--- config.mk ---
export PLATFORM = sky130hd
export DESIGN_NAME = execute_stage
export DESIGN_NICKNAME = d
export VERILOG_FILES = /design/src/rtl/ex_pkg.sv /design/src/rtl/mul_unit.sv /design/src/rtl/execute_stage.sv
export SDC_FILE = /design/constraint.sdc
export NUM_CORES = 2
export LEC_CHECK = 0
export ABC_AREA = 1
export CAP_MARGIN = 20
export CORE_AREA = 8 8 238 240
export CTS_CLUSTER_DIAMETER = 80
export CTS_CLUSTER_SIZE = 40
export DETAILED_ROUTE_END_ITERATION = 16
export DIE_AREA = 0 0 246 248
export PLACE_DENSITY = 0.85
export SLEW_MARGIN = 20
export SYNTH_ARGS = -nofsm -noshare
export SYNTH_HDL_FRONTEND = slang
export SYNTH_SLANG_ARGS = --single-unit
--- constraint.sdc ---
create_clock -name clk -period 21.3 [get_ports clk]
set_input_delay 3.195 -clock clk [delete_from_list [all_inputs] [get_ports clk]]
set_output_delay 3.195 -clock clk [all_outputs]
set_load 0.02 [all_outputs]
--- src/rtl/ex_pkg.sv ---
// Shared definitions for the EX stage: ALU opcodes, multiplier FSM state
// encoding and the layout of the EX/MEM pipeline register.
package ex_pkg;

    // Datapath and pipeline-register field widths
    localparam int XLEN_W  = 32;
    localparam int REG_W   = 5;
    localparam int SIZE_W  = 2;
    localparam int OP_W    = 4;
    localparam int SHAMT_W = 5;

    // Multiplier latency counter: wide enough for latencies up to 15
    localparam int CNT_W = 4;
    localparam logic [CNT_W-1:0] CNT_ZERO = 4'd0;
    localparam logic [CNT_W-1:0] CNT_ONE  = 4'd1;

    // ALU operation codes; codes 11..15 are unassigned and produce zero
    typedef enum logic [OP_W-1:0] {
        ALU_ADD  = 4'd0,
        ALU_SUB  = 4'd1,
        ALU_AND  = 4'd2,
        ALU_OR   = 4'd3,
        ALU_XOR  = 4'd4,
        ALU_SLL  = 4'd5,
        ALU_SRL  = 4'd6,
        ALU_SRA  = 4'd7,
        ALU_SLT  = 4'd8,
        ALU_SLTU = 4'd9,
        ALU_MUL  = 4'd10
    } alu_op_e;

    // Multiplier FSM state encoding
    typedef enum logic [0:0] {
        ST_IDLE     = 1'b0,
        ST_MUL_BUSY = 1'b1
    } mul_state_e;

    // EX/MEM pipeline register contents; an all-zero value is a bubble
    typedef struct packed {
        logic              valid;
        logic [XLEN_W-1:0] result;
        logic [XLEN_W-1:0] wdata;
        logic [XLEN_W-1:0] pc;
        logic [REG_W-1:0]  rd;
        logic              is_load;
        logic              is_store;
        logic              is_write;
        logic              load_unsigned;
        logic [SIZE_W-1:0] mem_size;
    } exmem_t;

endpackage

--- src/rtl/mul_unit.sv ---
// Fixed-latency multiplier: latches operands on start, counts down the
// latency and flags completion. The counter saturates at 1 so a result that
// is ready but blocked downstream simply waits with done held high.
module mul_unit
    import ex_pkg::*;
#(
    parameter int XLEN        = 32,
    parameter int MUL_LATENCY = 4
) (
    input  logic            clk,
    input  logic            rst_n,
    input  logic            start,
    input  logic            abort,
    input  logic            hold,
    input  logic [XLEN-1:0] a,
    input  logic [XLEN-1:0] b,
    output logic            busy,
    output logic            done,
    output logic [XLEN-1:0] product
);

    localparam logic [CNT_W-1:0] LAT_M1 = CNT_W'(MUL_LATENCY - 1);

    mul_state_e       r_state;
    logic [CNT_W-1:0] r_cnt;
    logic [XLEN-1:0]  r_a;
    logic [XLEN-1:0]  r_b;
    logic             r_busy;
    logic             r_done;
    logic [CNT_W-1:0] w_cnt_next;

    // Saturating countdown value for the next busy cycle
    always_comb begin
        if (r_cnt > CNT_ONE) begin
            w_cnt_next = r_cnt - CNT_ONE;
        end else begin
            w_cnt_next = r_cnt;
        end
    end

    // Multiplier control FSM with registered busy/done flags
    always_ff @(posedge clk or negedge rst_n) begin
        if (!rst_n) begin
            r_state <= ST_IDLE;
            r_cnt   <= CNT_ZERO;
            r_a     <= '0;
            r_b     <= '0;
            r_busy  <= 1'b0;
            r_done  <= 1'b0;
        end else begin
            case (r_state)
                ST_IDLE: begin
                    if (start && !abort) begin
                        r_state <= ST_MUL_BUSY;
                        r_cnt   <= LAT_M1;
                        r_a     <= a;
                        r_b     <= b;
                        r_busy  <= 1'b1;
                        r_done  <= (LAT_M1 == CNT_ONE);
                    end else begin
                        r_state <= ST_IDLE;
                        r_cnt   <= CNT_ZERO;
                        r_busy  <= 1'b0;
                        r_done  <= 1'b0;
                    end
                end
                ST_MUL_BUSY: begin
                    if (abort || (r_done && !hold)) begin
                        // Flushed, or product accepted downstream this cycle
                        r_state <= ST_IDLE;
                        r_cnt   <= CNT_ZERO;
                        r_busy  <= 1'b0;
                        r_done  <= 1'b0;
                    end else begin
                        r_state <= ST_MUL_BUSY;
                        r_cnt   <= w_cnt_next;
                        r_busy  <= 1'b1;
                        r_done  <= (w_cnt_next == CNT_ONE);
                    end
                end
                default: begin
                    r_state <= ST_IDLE;
                    r_cnt   <= CNT_ZERO;
                    r_busy  <= 1'b0;
                    r_done  <= 1'b0;
                end
            endcase
        end
    end

    // Low word of the product is identical for signed and unsigned operands
    assign product = r_a * r_b;
    assign busy    = r_busy;
    assign done    = r_done;

endmodule

--- src/rtl/execute_stage.sv ---
// EX stage: ALU, multiplier sequencing, stall/flush handling and the
// EX/MEM pipeline register that feeds the MEM stage.
module execute_stage
    import ex_pkg::*;
#(
    parameter int MUL_LATENCY = 4,
    parameter int XLEN        = 32
) (
    input  logic              clk,
    input  logic              reset,
    input  logic              in_valid,
    input  logic [XLEN-1:0]   pc_in,
    input  logic [XLEN-1:0]   rs1_val,
    input  logic [XLEN-1:0]   rs2_val,
    input  logic [XLEN-1:0]   imm_in,
    input  logic              use_imm,
    input  logic [OP_W-1:0]   alu_op,
    input  logic [REG_W-1:0]  rd_in,
    input  logic              is_load_in,
    input  logic              is_store_in,
    input  logic              is_write_in,
    input  logic [SIZE_W-1:0] mem_size_in,
    input  logic              load_unsigned_in,
    input  logic              mem_stall_in,
    input  logic              flush_in,
    output logic              ex_stall,
    output logic              valid_out,
    output logic [XLEN-1:0]   alu_result_out,
    output logic [XLEN-1:0]   write_data_out,
    output logic [XLEN-1:0]   pc_out,
    output logic [REG_W-1:0]  rd_out,
    output logic              is_load_out,
    output logic              is_store_out,
    output logic              is_write_out,
    output logic              load_unsigned_out,
    output logic [SIZE_W-1:0] mem_size_out
);

    logic [XLEN-1:0]    w_op_b;
    logic [SHAMT_W-1:0] w_shamt;
    logic [XLEN-1:0]    w_alu_result;
    logic               w_is_mul;
    logic               w_mul_start;
    logic               w_mul_complete;
    logic               w_busy;
    logic               w_done;
    logic [XLEN-1:0]    w_product;
    logic               w_stall;
    exmem_t             w_fill;
    exmem_t             w_next;
    exmem_t             r_exmem;

    // Operand B selection and shift amount
    always_comb begin
        if (use_imm) begin
            w_op_b = imm_in;
        end else begin
            w_op_b = rs2_val;
        end
        w_shamt = w_op_b[SHAMT_W-1:0];
    end

    // Single-cycle ALU; MUL goes through mul_unit so it yields zero here
    always_comb begin
        case (alu_op_e'(alu_op))
            ALU_ADD:  w_alu_result = rs1_val + w_op_b;
            ALU_SUB:  w_alu_result = rs1_val - w_op_b;
            ALU_AND:  w_alu_result = rs1_val & w_op_b;
            ALU_OR:   w_alu_result = rs1_val | w_op_b;
            ALU_XOR:  w_alu_result = rs1_val ^ w_op_b;
            ALU_SLL:  w_alu_result = rs1_val << w_shamt;
            ALU_SRL:  w_alu_result = rs1_val >> w_shamt;
            ALU_SRA:  w_alu_result = $signed(rs1_val) >>> w_shamt;
            ALU_SLT:  w_alu_result = {{(XLEN-1){1'b0}}, ($signed(rs1_val) < $signed(w_op_b))};
            ALU_SLTU: w_alu_result = {{(XLEN-1){1'b0}}, (rs1_val < w_op_b)};
            default:  w_alu_result = '0;
        endcase
    end

    mul_unit #(
        .XLEN        (XLEN),
        .MUL_LATENCY (MUL_LATENCY)
    ) u_mul (
        .clk     (clk),
        .rst_n   (reset),
        .start   (w_mul_start),
        .abort   (flush_in),
        .hold    (mem_stall_in),
        .a       (rs1_val),
        .b       (w_op_b),
        .busy    (w_busy),
        .done    (w_done),
        .product (w_product)
    );

    // Stall generation: MUL launch and in-flight cycles freeze upstream,
    // except the completion cycle so the next instruction advances with it
    always_comb begin
        w_is_mul       = in_valid && (alu_op == ALU_MUL);
        w_mul_start    = w_is_mul && !w_busy && !flush_in;
        w_mul_complete = w_busy && w_done && !mem_stall_in && !flush_in;
        if (!reset) begin
            w_stall = 1'b0;
        end else if (flush_in) begin
            w_stall = 1'b0;
        end else if (w_mul_start) begin
            w_stall = 1'b1;
        end else if (w_busy) begin
            w_stall = !w_mul_complete;
        end else begin
            w_stall = 1'b0;
        end
    end

    assign ex_stall = w_stall;

    // Next EX/MEM contents: hold on MEM stall, bubble on flush or while a MUL occupies EX
    always_comb begin
        w_fill               = '0;
        w_fill.valid         = 1'b1;
        w_fill.result        = w_busy ? w_product : w_alu_result;
        w_fill.wdata         = rs2_val;
        w_fill.pc            = pc_in;
        w_fill.rd            = rd_in;
        w_fill.is_load       = is_load_in;
        w_fill.is_store      = is_store_in;
        w_fill.is_write      = is_write_in;
        w_fill.load_unsigned = load_unsigned_in;
        w_fill.mem_size      = mem_size_in;

        w_next = r_exmem;
        if (mem_stall_in) begin
            w_next = r_exmem;
        end else if (flush_in) begin
            w_next = '0;
        end else if (w_busy) begin
            if (w_mul_complete) begin
                w_next = w_fill;
            end else begin
                w_next = '0;
            end
        end else if (w_is_mul || !in_valid) begin
            w_next = '0;
        end else begin
            w_next = w_fill;
        end
    end

    // EX/MEM pipeline register
    always_ff @(posedge clk or negedge reset) begin
        if (!reset) begin
            r_exmem <= '0;
        end else begin
            r_exmem <= w_next;
        end
    end

    assign valid_out         = r_exmem.valid;
    assign alu_result_out    = r_exmem.result;
    assign write_data_out    = r_exmem.wdata;
    assign pc_out            = r_exmem.pc;
    assign rd_out            = r_exmem.rd;
    assign is_load_out       = r_exmem.is_load;
    assign is_store_out      = r_exmem.is_store;
    assign is_write_out      = r_exmem.is_write;
    assign load_unsigned_out = r_exmem.load_unsigned;
    assign mem_size_out      = r_exmem.mem_size;

endmodule

**Word level (Yosys, flattened, before mapping)**

Cells that the tools add are included.

- Word-level logic and storage cells: 77
- Input bits: 149
- Flip-flop bits (word level): 178
- Output and inout port bits: 109

- Multiply operators: 1
- Add/sub/neg operators: 3
- Equality and inequality tests: 11
- Shift operators: 3
- Magnitude comparators: 3
- Reductions and logical operators: 17
- Mux-type cells: 20
- Bitwise logic cells: 4

Operators by type and width:

| kind | count |
|---|---|
| 108-bit 2-to-1 mux | 4 |
| 32-bit case mux with 10 select lines | 1 |
| 32-bit less-than comparator | 2 |
| 32-bit 2-to-1 mux | 2 |
| 32-bit adder | 1 |
| 32-bit AND | 1 |
| 32-bit by 32-bit multiplier with 32-bit output | 1 |
| 32-bit OR | 1 |
| 32-bit by 5-bit left shift with 32-bit output | 1 |
| 32-bit by 5-bit >> shifter with 32-bit output | 1 |
| 32-bit by 5-bit >>> shifter with 32-bit output | 1 |
| 32-bit subtractor | 1 |
| 32-bit XOR | 1 |
| 4-bit by 3-bit equality test with 1-bit output (second input constant) | 4 |
| 4-bit equality test (second input constant) | 3 |
| 4-bit by 1-bit equality test with 1-bit output (second input constant) | 2 |
| 4-bit by 2-bit equality test with 1-bit output (second input constant) | 2 |
| 1-bit logical AND | 8 |
| 4-bit 2-to-1 mux | 2 |
| 4-bit case mux with 2 select lines | 1 |
| 1-bit 2-to-1 mux | 7 |
| 1-bit zero test | 5 |
| 4-bit by 1-bit greater-than comparator with 1-bit output (second input constant) | 1 |
| 4-bit zero test | 1 |
| 6 further kinds | 8 |

**Logic depth before layout (Yosys ltp)**

- Depth in word-level cells: 8
- Mapped depth: 39
- Mapped depth without buffers: 37

**Modules after synthesis**

A second synthesis with hierarchy kept.

- Cells, all modules: 5355
- Area total of the unflattened synthesis: 34689.5 µm²

By module, submodules not included:

| module | area an instance (µm²) | sequential area each (µm²) | instances | cells an instance |
|---|---|---|---|---|
| mul_unit | 19505.0 | 1751.7 | 1 | 2592 |
| execute_stage | 15184.6 | 2702.6 | 1 | 2763 |

**Worst setup path after synthesis**

Ideal clock, no wire load.

- Kind: input port to output port
- From: input port alu_op[0]
- To: output port ex_stall
- Path buffers: 2
- Stages: 7
- Setup slack: 13646 ps
- Data required time: 18105 ps
- Arrival time: 4459 ps
- Path through: clkbuf_1 -> nor2_1 -> inv_2 -> nor2_1 -> nand2_1 -> clkbuf_1 -> a21boi_0

- Word-level cells in the longest chain between the ends: 7

RTL lines:

| item | line | RTL |
|---|---|---|
| from (decl) | execute_stage.sv:17 | `input logic [OP_W-1:0] alu_op,` |
| 4-bit equality test | execute_stage.sv:99 | `w_is_mul = in_valid && (alu_op == ALU_MUL);` |
| 1-bit logical AND | execute_stage.sv:99 |  |
| 1-bit logical AND (2 in a row) | execute_stage.sv:100 | `w_mul_start = w_is_mul && !w_busy && !flush_in;` |
| 1-bit 2-to-1 mux | execute_stage.sv:106 | `end else if (w_mul_start) begin` |
| 1-bit 2-to-1 mux | execute_stage.sv:104 | `end else if (flush_in) begin` |
| 1-bit 2-to-1 mux | execute_stage.sv:102 | `if (!reset) begin` |
| to (decl) | execute_stage.sv:26 | `output logic ex_stall,` |

No other way between the ends.

**Final worst setup path**

- From: input port alu_op[1]
- To: output port ex_stall

Same word-level chain as after synthesis.

==> flow_summary_export.csv <==
group,metric,value,unit
timing,finalCriticalPeriod,8.83,ns
worst_hold_path,min_path_type,"register to register",
die,io_pins,258,
critical_path,worstPathArrival,5.63,ns
yosys,syn_area_per_cell,6.83,µm²
die,start_util,62.7,%
timing,slew_viol_final,0,
yosys,syn-instance-count,4868,
critical_path,crit_path_end_kind,"output port",
yosys,syn-num-nets,5650,
detailed_routing,wl,137000,µm
die,dieArea,61000,µm²
detailed_routing,met1_length,49100,µm
detailed_routing,vias,34278,
clock_tree,cts_sinks,178,
detailed_routing,routed-wl-met3,16400,µm
finish,stdcell_count,5665,
detailed_routing,ant_nets,0,
detailed_routing,first_pass_iters,7,
yosys,ys.flop_type,"dfrtp_1",
detailed_routing,via_per_inst,6.05,
critical_path,slowest_stage,"clkdlybuf4s50_1",
grt,grt.total_usage,45.0,%
die,dieWidth,246,µm
critical_path,path_buf_inv,4,
clock_tree,ctsHoldBuffers,0,
grt,antenna_found_initial,12,
grt,gr-total-overflow,0,
clock_tree,post-cts-setup-buffer-count,0,
timing,setup_violations,0,
placement,dp_hpwl,111000,µm
yosys,synthTopCellsByArea,"fa_1 25%, nand2_1 16%, dfrtp_1 13%, inv_1 11%, ha_1 8.4%",
critical_path,crit_type,"input port to output port",
detailed_routing,remaining_drc_errors,0,
yosys,synth_seq_area_share,13.4,%
power_and_ir_drop,leakage,20.7,nW
timing,post-route-period-util,41.4,%
timing,tns,0,ns
yosys,async_flop_share,100,%
detailed_routing,wl_per_cell,24.3,µm
detailed_routing,wl_met2,60400,µm
grt,grt_pass1_wl,207000,µm
critical_path,path_cells,"clkdlybuf4s50_1, inv_2, nor2_1, inv_2, nor2_1, nand2_4, a21boi_0, clkdlybuf4s50_1",
grt,grt_pass1_vias,34586,
finish,drive_gt1_share,3.06,%
placement,place_inst,5629,
finish,layout.nets,5734,
placement,portBuffers,257,
power_and_ir_drop,p_total,4.77,mW
grt,grt_max_degree,113,
timing,hold_viol_final,0,
timing,hold_slack,0.492,ns
power_and_ir_drop,powerDensity,130,nW/µm²
die,core,53100,µm²
yosys,yosysWarnings,0,
yosys,syn-cell-area,33300,µm²
die,die_h,248,µm
status,status,"complete, no violations",
timing,tightest_slew,1.18,ns
clock_tree,cts_buffer_depth,2,
yosys,synth_edf_count,0,
clock_tree,numCtsBuffers,17,
yosys,synthTopCellsByCount,"1416 x nand2_1, 1008 x inv_1, 410 x fa_1",
clock_tree,root_buffer,"clkbuf_16",
yosys,synth_top_cell_area_share,24.7,%
placement,dpl_cell_area,36100,µm²
yosys,yosysMostFrequentCell,"nand2_1",
finish,area_growth,10.4,%
detailed_routing,highest_layer,"met5",
timing,fmax,113,MHz
timing,grt_setup_unrepaired,"false",
power_and_ir_drop,ir_drop,0.000214,V
clock_tree,htreeDepth,4,
critical_path,critPathTopFamily,"buffers and inverters",
clock_tree,clkTransAtPathRegs,0.08,ns
critical_path,cp.required,18.11,ns
placement,place_congestion,1.12,
clock_tree,cts_tree,"done",
critical_path,startpoint_type,"input port",
yosys,yosysTopAreaCell,"fa_1",
flow_run,maxCapViolCount,0,
die,rows,85,
yosys,synth_cell_types,54,
critical_path,cpPeakStageDelay,0.64,ns
clock_tree,clkLatencyLatePin,0.47,ns
finish,final_cell_area,36700,µm²
timing,relSlewSlack,20.5,%
timing,fin_worst_skew,0.0283,ns
yosys,ys_seq_elements,178,
critical_path,worstPathMaxFanout,35,
detailed_routing,dr.first_iter.drc_count,4438,
clock_tree,cts_resized,0,
[power breakdown]
group / leakage, nW / total [mW] / internal [mW] / switching (mW)
logic: 18.1 / 3.93 / 1.44 / 2.49
clock network: 0.305 / 0.350 / 0.165 / 0.185
registers: 2.38 / 0.494 / 0.372 / 0.123
total: 20.7 / 4.77 / 1.97 / 2.80
[layout by cell type (no fill, tap or decap), types with 8 or more instances in the layout]
cell type and n:
or2_2 32, nor2_1 210, a31oi_1 10, nand3_1 245, clkdlybuf4s50_1 254, a21oi_1 175
o21bai_1 14, nand4_1 35, o21ai_1 63, nand2_1 1415, fa_1 410, dfrtp_1 177
a22o_1 75, ha_1 223, xnor2_1 13, o211ai_1 45, a21boi_0 8, xor2_1 16
o21ai_0 294, buf_4 56, a21o_1 16, inv_1 1008, clkbuf_16 17, nand3b_1 12
o22ai_1 14, mux2i_1 8, nor3_1 26
[layout make-up]
class                      count  area, µm²
sequential                   178       4460
fill                        4324      16300
clock inverter                15        214
antenna                        4       10.0
clock buffer                  17        425
tap                          696        871
inverter                    1018       3820
multi-input combinational   3425      23900
timing repair buffer         312       2980
[tightest hold or removal path: stages (launching register included)]
cell and delay, ns:
dfrtp_1 0.35, nand2_1 0.05, o21ai_0 0.06
[flip-flops by register name, indices dropped and copies added, names as in the netlist, 2 cells and up]
signal          flops
alu_result_out     32
pc_out             32
u_mul.r_a          32
u_mul.r_b          32
write_data_out     32
rd_out              5
u_mul.r_cnt         4
mem_size_out        2
[through the flow]
stage / util, % / setup WS, ns
2_1_floorplan: - / 13.65
3_3_place_gp: 68.0 / 12.60
3_5_place_dp: 68.0 / 12.57
4_1_cts: 69.2 / 12.56
5_1_grt: 69.2 / 12.41
6_report: 69.2 / 12.47
[worst paths after layout]
kind	startpoint	to	slack, ns	depth (start not counted)
worst max register to register	u_mul.r_a[13]$_DFFE_PN0P_	alu_result_out[22]$_DFFE_PN0N_	13.71	29
worst max-delay path	alu_op[1]	ex_stall	12.47	8
min in group asynchronous	reset	write_data_out[10]$_DFFE_PN0N_	2.84	1
worst min-delay path	u_mul.r_a[0]$_DFFE_PN0P_	u_mul.r_a[0]$_DFFE_PN0P_	0.49	2
max in group asynchronous	reset	u_mul.r_b[8]$_DFFE_PN0P_	17.04	2
worst min register to register	u_mul.r_a[0]$_DFFE_PN0P_	u_mul.r_a[0]$_DFFE_PN0P_	0.49	2
[per-layer routing]
layer	global-route usage, %	vias to the layer above
met1	55.2	16067
li1	-	15103
met5	0	-
met4	31.4	14
met3	11.7	690
met2	69.0	2404
[cells by family (layout without fill, tap and decap cells)]
family | count (synthesis) | after routing | synth area share, %
and+or+nand+nor | 2002 | 2002 | 24.5
DFF | 178 | 178 | 13.4
buffers and inverters | 1265 | 1362 | 14.8
adders and majority gates | 633 | 633 | 33.1
other | 0 | 4 | 0
muxes | 8 | 8 | 0.241
AOI/OAI and AO/OA | 753 | 753 | 13.3
xor gates and xnor gates | 29 | 29 | 0.763
No activity file was read; power rests on OpenSTA's default activity.
